[src/rtl/spi_xfer_ctrl.sv]
// Byte-level SPI sequencer: one start/done handshake per byte, MSB first, two selectable devices.
// Optional `SPI_RXSYNC_EN adds a 2-flop MISO synchroniser and samples on the last LEAD cycle.
`timescale 1ns/1ps
module spi_xfer_ctrl #(
   parameter int unsigned CLKDIV = 4
) (
   input  logic       CLK,
   input  logic       nRESET,
   input  logic       start,
   input  logic       dev,
   input  logic       cpol,
   input  logic       keep_ss,
   input  logic [7:0] txd,
   output logic       ready,
   output logic       done,
   output logic [7:0] rxd,
   output logic       SCK,
   output logic       MOSI,
   output logic       nSS0,
   output logic       nSS1,
   input  logic       MISO0,
   input  logic       MISO1
);

   localparam int unsigned CW = $clog2(CLKDIV) + 1;
   localparam logic [CW-1:0] CNT_LAST = CW'(CLKDIV - 1);

   typedef enum logic [2:0] {IDLE, SETUP, LEAD, TRAIL, HOLD, FIN} state_t;

   state_t        state, state_nx;
   logic [CW-1:0] cnt;
   logic [2:0]    bit_idx;
   logic [6:0]    tx_sh;
   logic [7:0]    rx_sh;
   logic          dev_r, cpol_r, keep_r;
   logic          accept, enter_lead, enter_trail, finish;
   logic          phase_end, miso_sel;

   assign phase_end = (cnt == CNT_LAST);
   assign ready     = (state == IDLE);

`ifdef SPI_RXSYNC_EN
   logic [1:0] sync0, sync1;

   if (CLKDIV < 3) begin : g_clkdiv_check
      $error("spi_xfer_ctrl: CLKDIV must be >= 3 when SPI_RXSYNC_EN is defined");
   end

   always_ff @(posedge CLK or negedge nRESET) begin
      if (!nRESET) begin
         sync0 <= '0;
         sync1 <= '0;
      end else begin
         sync0 <= {sync0[0], MISO0};
         sync1 <= {sync1[0], MISO1};
      end
   end

   assign miso_sel = dev_r ? sync1[1] : sync0[1];
`else
   assign miso_sel = dev_r ? MISO1 : MISO0;
`endif

   always_ff @(posedge CLK or negedge nRESET) begin
      if (!nRESET) state <= IDLE;
      else         state <= state_nx;
   end

   always_comb begin
      state_nx    = state;
      accept      = 1'b0;
      enter_lead  = 1'b0;
      enter_trail = 1'b0;
      finish      = 1'b0;
      case (state)
         IDLE:  if (start) begin
                   accept   = 1'b1;
                   state_nx = SETUP;
                end
         SETUP: if (phase_end) begin
                   enter_lead = 1'b1;
                   state_nx   = LEAD;
                end
         LEAD:  if (phase_end) begin
                   enter_trail = 1'b1;
                   state_nx    = TRAIL;
                end
         TRAIL: if (phase_end) begin
                   if (bit_idx == 3'd0) state_nx = HOLD;
                   else begin
                      enter_lead = 1'b1;
                      state_nx   = LEAD;
                   end
                end
         HOLD:  if (phase_end) state_nx = FIN;
         // FIN is the single extra cycle that places done on edge 18*CLKDIV+1
         FIN: begin
                   finish   = 1'b1;
                   state_nx = IDLE;
                end
         default: state_nx = IDLE;
      endcase
   end

   always_ff @(posedge CLK or negedge nRESET) begin
      if (!nRESET) begin
         cnt     <= '0;
         bit_idx <= '0;
         tx_sh   <= '0;
         rx_sh   <= '0;
         dev_r   <= 1'b0;
         cpol_r  <= 1'b0;
         keep_r  <= 1'b0;
         rxd     <= '0;
         done    <= 1'b0;
         SCK     <= 1'b0;
         MOSI    <= 1'b1;
         nSS0    <= 1'b1;
         nSS1    <= 1'b1;
      end else begin
         done <= finish;
         if (accept) begin
            dev_r   <= dev;
            cpol_r  <= cpol;
            keep_r  <= keep_ss;
            tx_sh   <= txd[6:0];
            MOSI    <= txd[7];
            SCK     <= cpol;
            nSS0    <= dev;
            nSS1    <= !dev;
            cnt     <= '0;
            bit_idx <= 3'd7;
         end else if (state != IDLE) begin
            cnt <= (state_nx != state) ? '0 : cnt + 1'b1;
         end
         if (enter_lead) SCK <= !cpol_r;
         if (enter_trail) begin
            SCK <= cpol_r;
            if (bit_idx != 3'd0) begin
               MOSI  <= tx_sh[6];
               tx_sh <= {tx_sh[5:0], 1'b0};
            end
         end
         if (state == TRAIL && phase_end && bit_idx != 3'd0) bit_idx <= bit_idx - 1'b1;
`ifdef SPI_RXSYNC_EN
         if (state == LEAD && phase_end) rx_sh <= {rx_sh[6:0], miso_sel};
`else
         if (enter_lead) rx_sh <= {rx_sh[6:0], miso_sel};
`endif
         if (finish) begin
            rxd  <= rx_sh;
            MOSI <= 1'b1;
            if (!keep_r) begin
               nSS0 <= 1'b1;
               nSS1 <= 1'b1;
            end
         end
      end
   end

endmodule

[config.mk]
export PLATFORM = sky130hd
export DESIGN_NAME = spi_xfer_ctrl
export DESIGN_NICKNAME = d
export VERILOG_FILES = /design/src/rtl/spi_xfer_ctrl.sv
export SDC_FILE = /design/constraint.sdc
export NUM_CORES = 1
export LEC_CHECK = 0
export ABC_AREA = 1
export BUFFER_PORTS_ARGS = -buffer_cell sky130_fd_sc_hd__buf_2
export CAP_MARGIN = 20
export CORE_MARGIN = 2
export CORE_UTILIZATION = 30
export DETAILED_ROUTE_END_ITERATION = 8
export MAX_ROUTING_LAYER = met4
export PLACE_DENSITY = 0.47
export SYNTH_ARGS = -nofsm -noshare
export SYNTH_HDL_FRONTEND = slang
export SYNTH_SLANG_ARGS = --single-unit
[constraint.sdc]
create_clock -name CLK -period 2.7 [get_ports CLK]
set_input_delay 0.405 -clock CLK [delete_from_list [all_inputs] [get_ports CLK]]
set_output_delay 0.405 -clock CLK [all_outputs]
set_load 0.005 [all_outputs]
==> metrics.log, run 1 <==
[metrics] number of endpoints with negative hold slack in the final report: 0
[metrics] Reg power frac: 47.0%
[metrics] WL/cell: roughly 11 um
[metrics] clock sink count: 40
[metrics] Ports: 30
[metrics] Combinational Power Share: 27.3%
[metrics] fraction of layout instances using a drive strength above 1: between 20% and 30%
[metrics] Ys Warns: 0
[metrics] fill cell instance count of the final layout: 650
[metrics] leading cell types by total area after synthesis: sky130_fd_sc_hd__dfrtp_1 (50%), sky130_fd_sc_hd__nand2_1 (13%), sky130_fd_sc_hd__o21ai_0 (7.1%), sky130_fd_sc_hd__inv_1 (5.1%), sky130_fd_sc_hd__dfstp_2 (4.3%)
[metrics] largest fanout on the critical path: 8
[metrics] number of antenna violations at the first check in global routing: 0
[metrics] Final Wtd Congestion: about 0.78
[metrics] peak supply drop: just under 0.3 mV
[metrics] max-capacitance violation count: 0
[metrics] fraction of power spent switching nets: about 34%
[metrics] placed cell area: between 2000 and 2500 sq um
[metrics] kind of cell adding the most delay to the critical path: flip-flops
[metrics] number of antenna repair diodes: 0
[metrics] Critical Path Source Type: flop
[metrics] total routing usage reported by global routing: between 10% and 20%
[metrics] final setup violation count: 0
[metrics] total gr overflow: 0
[metrics] Placed Cells: 310
[metrics] leakage power figure: between 1 and 1.5 nW
[metrics] number of DRC markers after the initial detailed-route iteration: 75
[metrics] library cell occupying the most area in the post-synthesis netlist: sky130_fd_sc_hd__dfrtp_1
[metrics] starting density of the core: 31.1%
[metrics] Worst Path Arrival: approximately 1300 ps
[metrics] Net count, final: between 200 and 300
[metrics] sequential-to-total area share from yosys stat: a little over half
[metrics] run status: completed
[metrics] largest net degree at the start of global routing: roughly 40
[metrics] TNS Setup: 0 ps
[metrics] Fmax: 577 MHz
[metrics] CP max-delay cell: sky130_fd_sc_hd__dfrtp_1
[metrics] via count of the first global-routing pass: 1350
[metrics] CTS buffer count: 5
[metrics] number of rows in the core area: 28
[metrics] fraction of power consumed by the clock network: 25.7%
[metrics] Switch Pwr: roughly 0.00064 W
[metrics] final setup skew: about 6.1 ps
[metrics] die width: approximately 82 um
[metrics] final WL: between 3000 and 4000 um
[metrics] Least-Margin Pin Slew: approximately 900 ps
[metrics] setup repair after global routing missed its margin: no
[metrics] final critical-path share of the clock period: roughly 64%
[metrics] PD cells: 878 nW/um^2
[metrics] highest cell delay on the worst timing path: ~470 ps
[metrics] drt drc: 0
[metrics] area of the core region: a little under 6000 sq um
[metrics] Buffers on Ports: 29
[metrics] CTS root buffer: sky130_fd_sc_hd__clkbuf_8
[metrics] main flop type after synthesis: sky130_fd_sc_hd__dfrtp_1
[metrics] post-CTS clock slew at the launch and capture registers of the worst setup and hold paths: approximately 80 ps
[metrics] Layout Cells excl Fill: ~320
[metrics] Vias per Instance: between 4 and 5
[metrics] post-synthesis cell area: 1840 sq um
[metrics] worst path bufs/invs: 2
[metrics] WS Path Type: flop to primary output
[metrics] clock tree from TritonCTS: yes
[metrics] final antenna-violating net count: 0
[metrics] critical path cell sequence: nor2_2 -> nand2_1 -> inv_1 -> buf_2
[metrics] overall die area: ~6800 sq um
[metrics] shortest clock period the worst path allows after layout: between 1500 and 2000 ps
[metrics] number of different library cells in the post-synthesis netlist: 25
[metrics] portion of synthesized cell area occupied by the leading cell type: roughly 50%
[metrics] number of synthesized register bits: 40
[metrics] total setup buffers inserted after CTS: 0
[metrics] post-synthesis instance total: roughly 210
[metrics] max-slew violation count: 0
[metrics] relative max-transition margin: between 40% and 50%
[metrics] syn_area_per_cell: 8.72 sq um
[metrics] clock insertion delay at the later pin of the skew report: roughly 290 ps
[metrics] Synth async-reset ratio: 100%
[metrics] first-pass GRT wire length: ~6400 um
[metrics] PostCTS Resize Cnt: 0
[metrics] Final WS setup: roughly 970 ps
[metrics] capturing element type of the critical path: primary output
[metrics] H-tree lvl count: 2
[metrics] Area Overhead vs Synth: 16.5%
[metrics] hpwl dp: 2460 um
[metrics] Power Internal: 0.00124 W
[metrics] total of hold buffers inserted after clock tree synthesis: 0
[metrics] Pre-Repair DR Iteration Count: 4
[metrics] worst hold-check path type: input port to asynchronous set/reset pin
[metrics] number of buffers on the longest clock path: 2
[metrics] worst slack, placed: roughly 1000 ps
[metrics] number of enable-type register cells in the synthesized netlist: 0
[metrics] data required time at the worst endpoint: around 2300 ps
[metrics] count leader, synth: sky130_fd_sc_hd__nand2_1
[metrics] vias after detailed routing: between 1000 and 1500
[metrics] list of most frequent post-synthesis cells: sky130_fd_sc_hd__nand2_1 (62), sky130_fd_sc_hd__dfrtp_1 (37), sky130_fd_sc_hd__o21ai_0 (26), sky130_fd_sc_hd__inv_1 (25), sky130_fd_sc_hd__nor2_1 (14)
[metrics] Syn Nets: 232
[metrics] overall die height: just over 80 um
[metrics] Finished Cell Area: 2140 sq um
==> cells in the final DEF (no fill, tap or decap), types with 4 or more instances in the layout <==
cell type / synthesis / final
sky130_fd_sc_hd__nand3_1: 6 / 6
sky130_fd_sc_hd__inv_1: 25 / 25
sky130_fd_sc_hd__o21ai_0: 26 / 26
sky130_fd_sc_hd__o21ai_1: 5 / 5
sky130_fd_sc_hd__dfrtp_1: 37 / 37
sky130_fd_sc_hd__ha_1: 5 / 5
sky130_fd_sc_hd__nand4_1: 4 / 4
sky130_fd_sc_hd__clkbuf_8: 0 / 5
sky130_fd_sc_hd__nor2_1: 14 / 14
sky130_fd_sc_hd__buf_2: 1 / 29
sky130_fd_sc_hd__nand2_1: 62 / 62
==> power by group through the flow <==
stage          combinational [W]  clock [W]  sequential (W)
4_1_cts                 0.000524   0.000501        0.000884
3_3_place_gp            0.000528          0        0.000896
6_report                0.000514   0.000484        0.000884
3_5_place_dp            0.000519          0        0.000896
2_1_floorplan           0.000405          0        0.000867
5_1_grt                 0.000621   0.000535        0.000909
==> final cells by class <==
type | count | area [sq um] | area share (%)
sequential | 40 | 1000 | 46.9
multi-input combinational | 138 | 687 | 32.0
timing repair buffer | 29 | 145 | 6.77
inverter | 28 | 105 | 4.90
tap | 75 | 93.8 | 4.38
clock buffer | 6 | 72.6 | 3.39
clock inverter | 2 | 35.0 | 1.63
==> cells by family (layout without fill, tap and decap cells) <==
kind of cell / after synthesis / after routing / share of synthesized area [%]
flops: 40 / 40 / 54.6
compound gates: 38 / 38 / 11.0
fa+ha+maj: 5 / 5 / 3.40
buf+inv: 33 / 65 / 8.03
simple gates: 94 / 94 / 22.4
xor+xnor: 1 / 1 / 0.476
==> per-layer routing <==
| metal | GRT usage [%] | wire length (um) | vias to the layer above |
|---|---|---|---|
| li1 | - | - | 732 |
| met1 | 17.3 | 1830 | 628 |
| met2 | 18.7 | 1480 | 30 |
| met3 | 2.93 | 175 | 7 |
| met4 | 7.00 | 88 | 0 |
| met5 | - | 0 | - |
==> final timing paths <==
kind	startpoint	end	slack, ps	cells after the start
worst min register to register	keep_r$_DFFE_PN0P_	nSS1$_DFF_PN1_	450	1
min in group CLK	keep_ss	keep_r$_DFFE_PN0P_	310	3
worst max register to register	state[2]$_DFF_PN0_	SCK$_DFFE_PN0P_	1030	7
worst max-delay path	state[0]$_DFF_PN0_	ready	970	4
worst min-delay path	nRESET	rxd[4]$_DFFE_PN0P_	240	1
max in group asynchronous	nRESET	keep_r$_DFFE_PN0P_	1900	1
==> sequential cells by signal, indices dropped and copies added (netlist names), 3 cells and up <==
signal   flops
tx_sh        7
rxd          8
rx_sh        8
state        3
bit_idx      3
cnt          3
==> worst reg2reg max path: cells and delay by family, from the launching register on <==
family        cells  cell delay (ps)
buf+inv           2              520
simple gates      5              670
flops             1              420
==> per-stage QoR <==
stage | hold slack, ps | total power [W] | utilization, %
after global placement | 437 | 0.00142 | 34.4
after floorplan | 109 | 0.00127 | -
after CTS | 289 | 0.00191 | 36.2
after global routing | 298 | 0.00207 | 36.2
final | 243 | 0.00188 | 36.2
after detailed placement | 445 | 0.00141 | 34.4
(Power assumes the default switching activity.)
==> inputs of run 2 (changes only) <==
ABC_AREA = 0   (was 1)
clock period = 1.65 ns   (was 2.7 ns; I/O delays follow)
==> run 2 against run 1 <==
The flow now finishes with violations (negative setup slack). Clock power increased by 37%. Total power increased by 88%. Die area about the same. Sequential share of layout area decreased by 5.4 points. First-iteration DRC count increased by 2.7%. Critical endpoint is now rx_sh[2]$_DFFE_PN0P_.
==> metrics.log, run 2 <==
[metrics] most common cell after layout, fill and taps aside: sky130_fd_sc_hd__dfrtp_1
[metrics] largest registers: rx_sh: 8 flops, rxd: 8 flops, tx_sh: 7 flops
[metrics] overall die area: 6780 sq um
[metrics] number of endpoints with negative hold slack in the final report: 0
[metrics] starting density of the core: between 30% and 40%
[metrics] met3 Resource Use GR: just under 3%
[metrics] Ports: 30
[metrics] Area Overhead vs Synth: 31.7%
[metrics] multi-input combinational cell area: 822 sq um
[metrics] data required time at the worst endpoint: 1830 ps
[metrics] leading cell types by total area after synthesis: sky130_fd_sc_hd__dfrtp_1 (50%), sky130_fd_sc_hd__nand2_1 (6.9%), sky130_fd_sc_hd__mux2_2 (5.5%), sky130_fd_sc_hd__dfstp_2 (4.3%), sky130_fd_sc_hd__mux2_1 (3.7%)
[metrics] end point of the worst hold path: keep_r$_DFFE_PN0P_
[metrics] die width: slightly above 80 um
[metrics] first-pass GRT wire length: slightly above 6000 um
[metrics] Pre-Repair DR Iteration Count: 4
[metrics] library cell occupying the most area in the post-synthesis netlist: sky130_fd_sc_hd__dfrtp_1
[metrics] Placed Cells: approximately 290
[metrics] max-slew violation count: 0
[metrics] portion of synthesized cell area occupied by the leading cell type: roughly half
[metrics] violations in the final reports: negative setup slack
[metrics] Buffers on Ports: 29
[metrics] clock tree from TritonCTS: yes
[metrics] vias after detailed routing: around 1300
[metrics] Vias per Instance: 4.54
[metrics] post-CTS clock slew at the launch and capture registers of the worst setup and hold paths: about 70 ps
[metrics] cell count of the worst hold path: 3
[metrics] number of different library cells in the post-synthesis netlist: 36
[metrics] CTS root buffer: sky130_fd_sc_hd__clkbuf_8
[metrics] shortest clock period the worst path allows after layout: 1760 ps
[metrics] Final Power: 0.00354 W
[metrics] end of the worst register-to-register path: rx_sh[2]$_DFFE_PN0P_
[metrics] peak supply drop: around 0.64 mV
[metrics] sequential-to-total area share from yosys stat: a little over half
[metrics] Final Wtd Congestion: 0.716
[metrics] clock insertion delay at the later pin of the skew report: 290 ps
[metrics] final critical-path share of the clock period: 107%
[metrics] post-layout utilization of the core: roughly two fifths
[metrics] Finished Cell Area: ~2400 sq um
[metrics] total routing usage reported by global routing: between 10% and 20%
[metrics] GR Layer Usage met1: about 17%
[metrics] hpwl dp: roughly 2700 um
[metrics] placed cell area: around 2300 sq um
[metrics] worst hold-check path type: input port to flop
[metrics] Synth async-reset ratio: 100%
[metrics] number of rows in the core area: 28
[metrics] count leader, synth: sky130_fd_sc_hd__dfrtp_1
[metrics] post-synthesis instance total: ~170
[metrics] number of antenna violations at the first check in global routing: 0
[metrics] count of cells along the worst register-to-register path: 6
[metrics] WS Path Type: flop to flop
[metrics] fill cell instance count of the final layout: 584
[metrics] setup repair after global routing missed its margin: yes
[metrics] Net count, final: 240
[metrics] Final WS setup: -108 ps
[metrics] overall die height: around 80 um
[metrics] capturing element type of the critical path: flop
[metrics] Layout Cells excl Fill: between 200 and 300
[metrics] Least-Margin Pin Slew: 486 ps
[metrics] relative max-transition margin: just under 70%
[metrics] CTS buffer count: 5
[metrics] top library cells by usage in the layout, fill and taps aside: sky130_fd_sc_hd__dfrtp_1 (36), sky130_fd_sc_hd__nand2_1 (34), sky130_fd_sc_hd__buf_2 (29)
[metrics] Syn Nets: 190
[metrics] largest fanout on the critical path: 10
[metrics] final WL: 3760 um
[metrics] worst slack, placed: -123 ps
[metrics] Ys Warns: 0
[metrics] run status: complete, but fails checks
[metrics] Worst R2R Setup Slack: -110 ps
[metrics] final setup skew: roughly 7.6 ps
[metrics] number of buffers on the longest clock path: 2
[metrics] register cell area after layout: about 1000 sq um
[metrics] Hold Path Origin: keep_ss
[metrics] most utilized layer in the global route result: met2
[metrics] drt drc: 0
[metrics] area of the core region: around 5900 sq um
[metrics] syn_area_per_cell: ~11 sq um
[metrics] source of the worst register-to-register timing path: cnt[0]$_DFFE_PN0P_
[metrics] list of most frequent post-synthesis cells: sky130_fd_sc_hd__dfrtp_1 (37), sky130_fd_sc_hd__nand2_1 (34), sky130_fd_sc_hd__mux2_2 (9), sky130_fd_sc_hd__nor2_1 (9), sky130_fd_sc_hd__o21ai_0 (9)
[metrics] Worst Path Arrival: approximately 1900 ps
[metrics] leakage power figure: 1.21 nW
[metrics] clock sink count: 40
[metrics] post-synthesis cell area: ~1800 sq um
[metrics] number of synthesized register bits: 40
[metrics] number of DRC markers after the initial detailed-route iteration: between 70 and 80
[metrics] met2 GRT Util: between 10% and 20%
[metrics] Fmax: 569 MHz
[metrics] number of enable-type register cells in the synthesized netlist: 0
[metrics] Critical Path Source Type: flop
[metrics] via count of the first global-routing pass: between 1000 and 1500
[metrics] fraction of layout instances using a drive strength above 1: 41.8%
[metrics] number of antenna repair diodes: 0
[metrics] total gr overflow: 0
[metrics] largest net degree at the start of global routing: 22
[metrics] PD cells: around 1500 nW/um^2
[metrics] H-tree lvl count: 2
[metrics] WL/cell: between 10 and 15 um
[metrics] max-capacitance violation count: 0
[metrics] main flop type after synthesis: sky130_fd_sc_hd__dfrtp_1
[metrics] final setup violation count: 8
[metrics] final antenna-violating net count: 0
==> run 2: stage by stage <==
step,hold WS [ps],setup TNS (ps)
2_1_floorplan,-48.1,-412
3_3_place_gp,255,-740
3_5_place_dp,243,-792
4_1_cts,145,-815
5_1_grt,157,-1580
6_report,153,-758
==> run 2: worst max-delay path, cell delays in order, from the launching register on <==
cell and delay, ps:
sky130_fd_sc_hd__dfrtp_1 400, sky130_fd_sc_hd__ha_2 200, sky130_fd_sc_hd__ha_4 160, sky130_fd_sc_hd__and4b_2 210
sky130_fd_sc_hd__a32oi_2 200, sky130_fd_sc_hd__buf_12 170, sky130_fd_sc_hd__mux2_4 300
==> run 2: routing by layer <==
layer,vias up,share of wire (%)
met5,-,0
met1,628,51
met3,7,3.7
met2,23,43
met4,0,1.5
li1,681,-
==> run 2: logic make-up (layout without fill, tap and decap cells) <==
family / Yosys count / in the layout / share of synthesized area [%]
adder cells (fa/ha/maj): 5 / 5 / 3.40
flip-flops: 40 / 40 / 54.6
buffers and inverters: 17 / 68 / 5.30
multiplexers: 18 / 18 / 10.8
AO/OA/AOI/OAI: 32 / 32 / 10.8
AND/OR/NAND/NOR: 57 / 57 / 15.1
==> run 2: worst max-delay path by stage <==
stage / from / to / slack, ps / cells after the start
2_1_floorplan: cnt[0]$_DFFE_PN0P_ / rx_sh[1]$_DFFE_PN0P_ / -70 / 6
3_3_place_gp: cnt[0]$_DFFE_PN0P_ / rx_sh[3]$_DFFE_PN0P_ / -100 / 6
3_5_place_dp: cnt[1]$_DFFE_PN0P_ / rx_sh[3]$_DFFE_PN0P_ / -120 / 6
4_1_cts: cnt[1]$_DFFE_PN0P_ / rx_sh[7]$_DFFE_PN0P_ / -110 / 6
5_1_grt: cnt[1]$_DFFE_PN0P_ / rx_sh[6]$_DFFE_PN0P_ / -170 / 6
6_report: cnt[0]$_DFFE_PN0P_ / rx_sh[2]$_DFFE_PN0P_ / -110 / 6
==> run 2: power by group <==
part | leakage [nW] | internal [W] | total [W] | switching (W)
registers | 0.492 | 0.00135 | 0.00160 | 0.000254
clock network | 0.0510 | 0.000334 | 0.000662 | 0.000328
logic | 0.667 | 0.000721 | 0.00128 | 0.000556
total | 1.21 | 0.00240 | 0.00354 | 0.00114
==> run 2: cell type report <==
class,instances,area share [%]
inverters,9,1.39
well taps,75,3.87
multi-input cells,112,33.9
flip-flops and latches,40,41.5
clock buffers,6,3.41
repair buffers,51,15.5
clock inverters,2,0.413
==> run 2: timing repair <==
item                                    in CTS  in global routing
setup buffers                                1                  0
gates resized for setup                      3                  9
hold buffers                                 1                  0
endpoints found under the hold margin       19                  0
endpoints found under the setup margin      18                 24
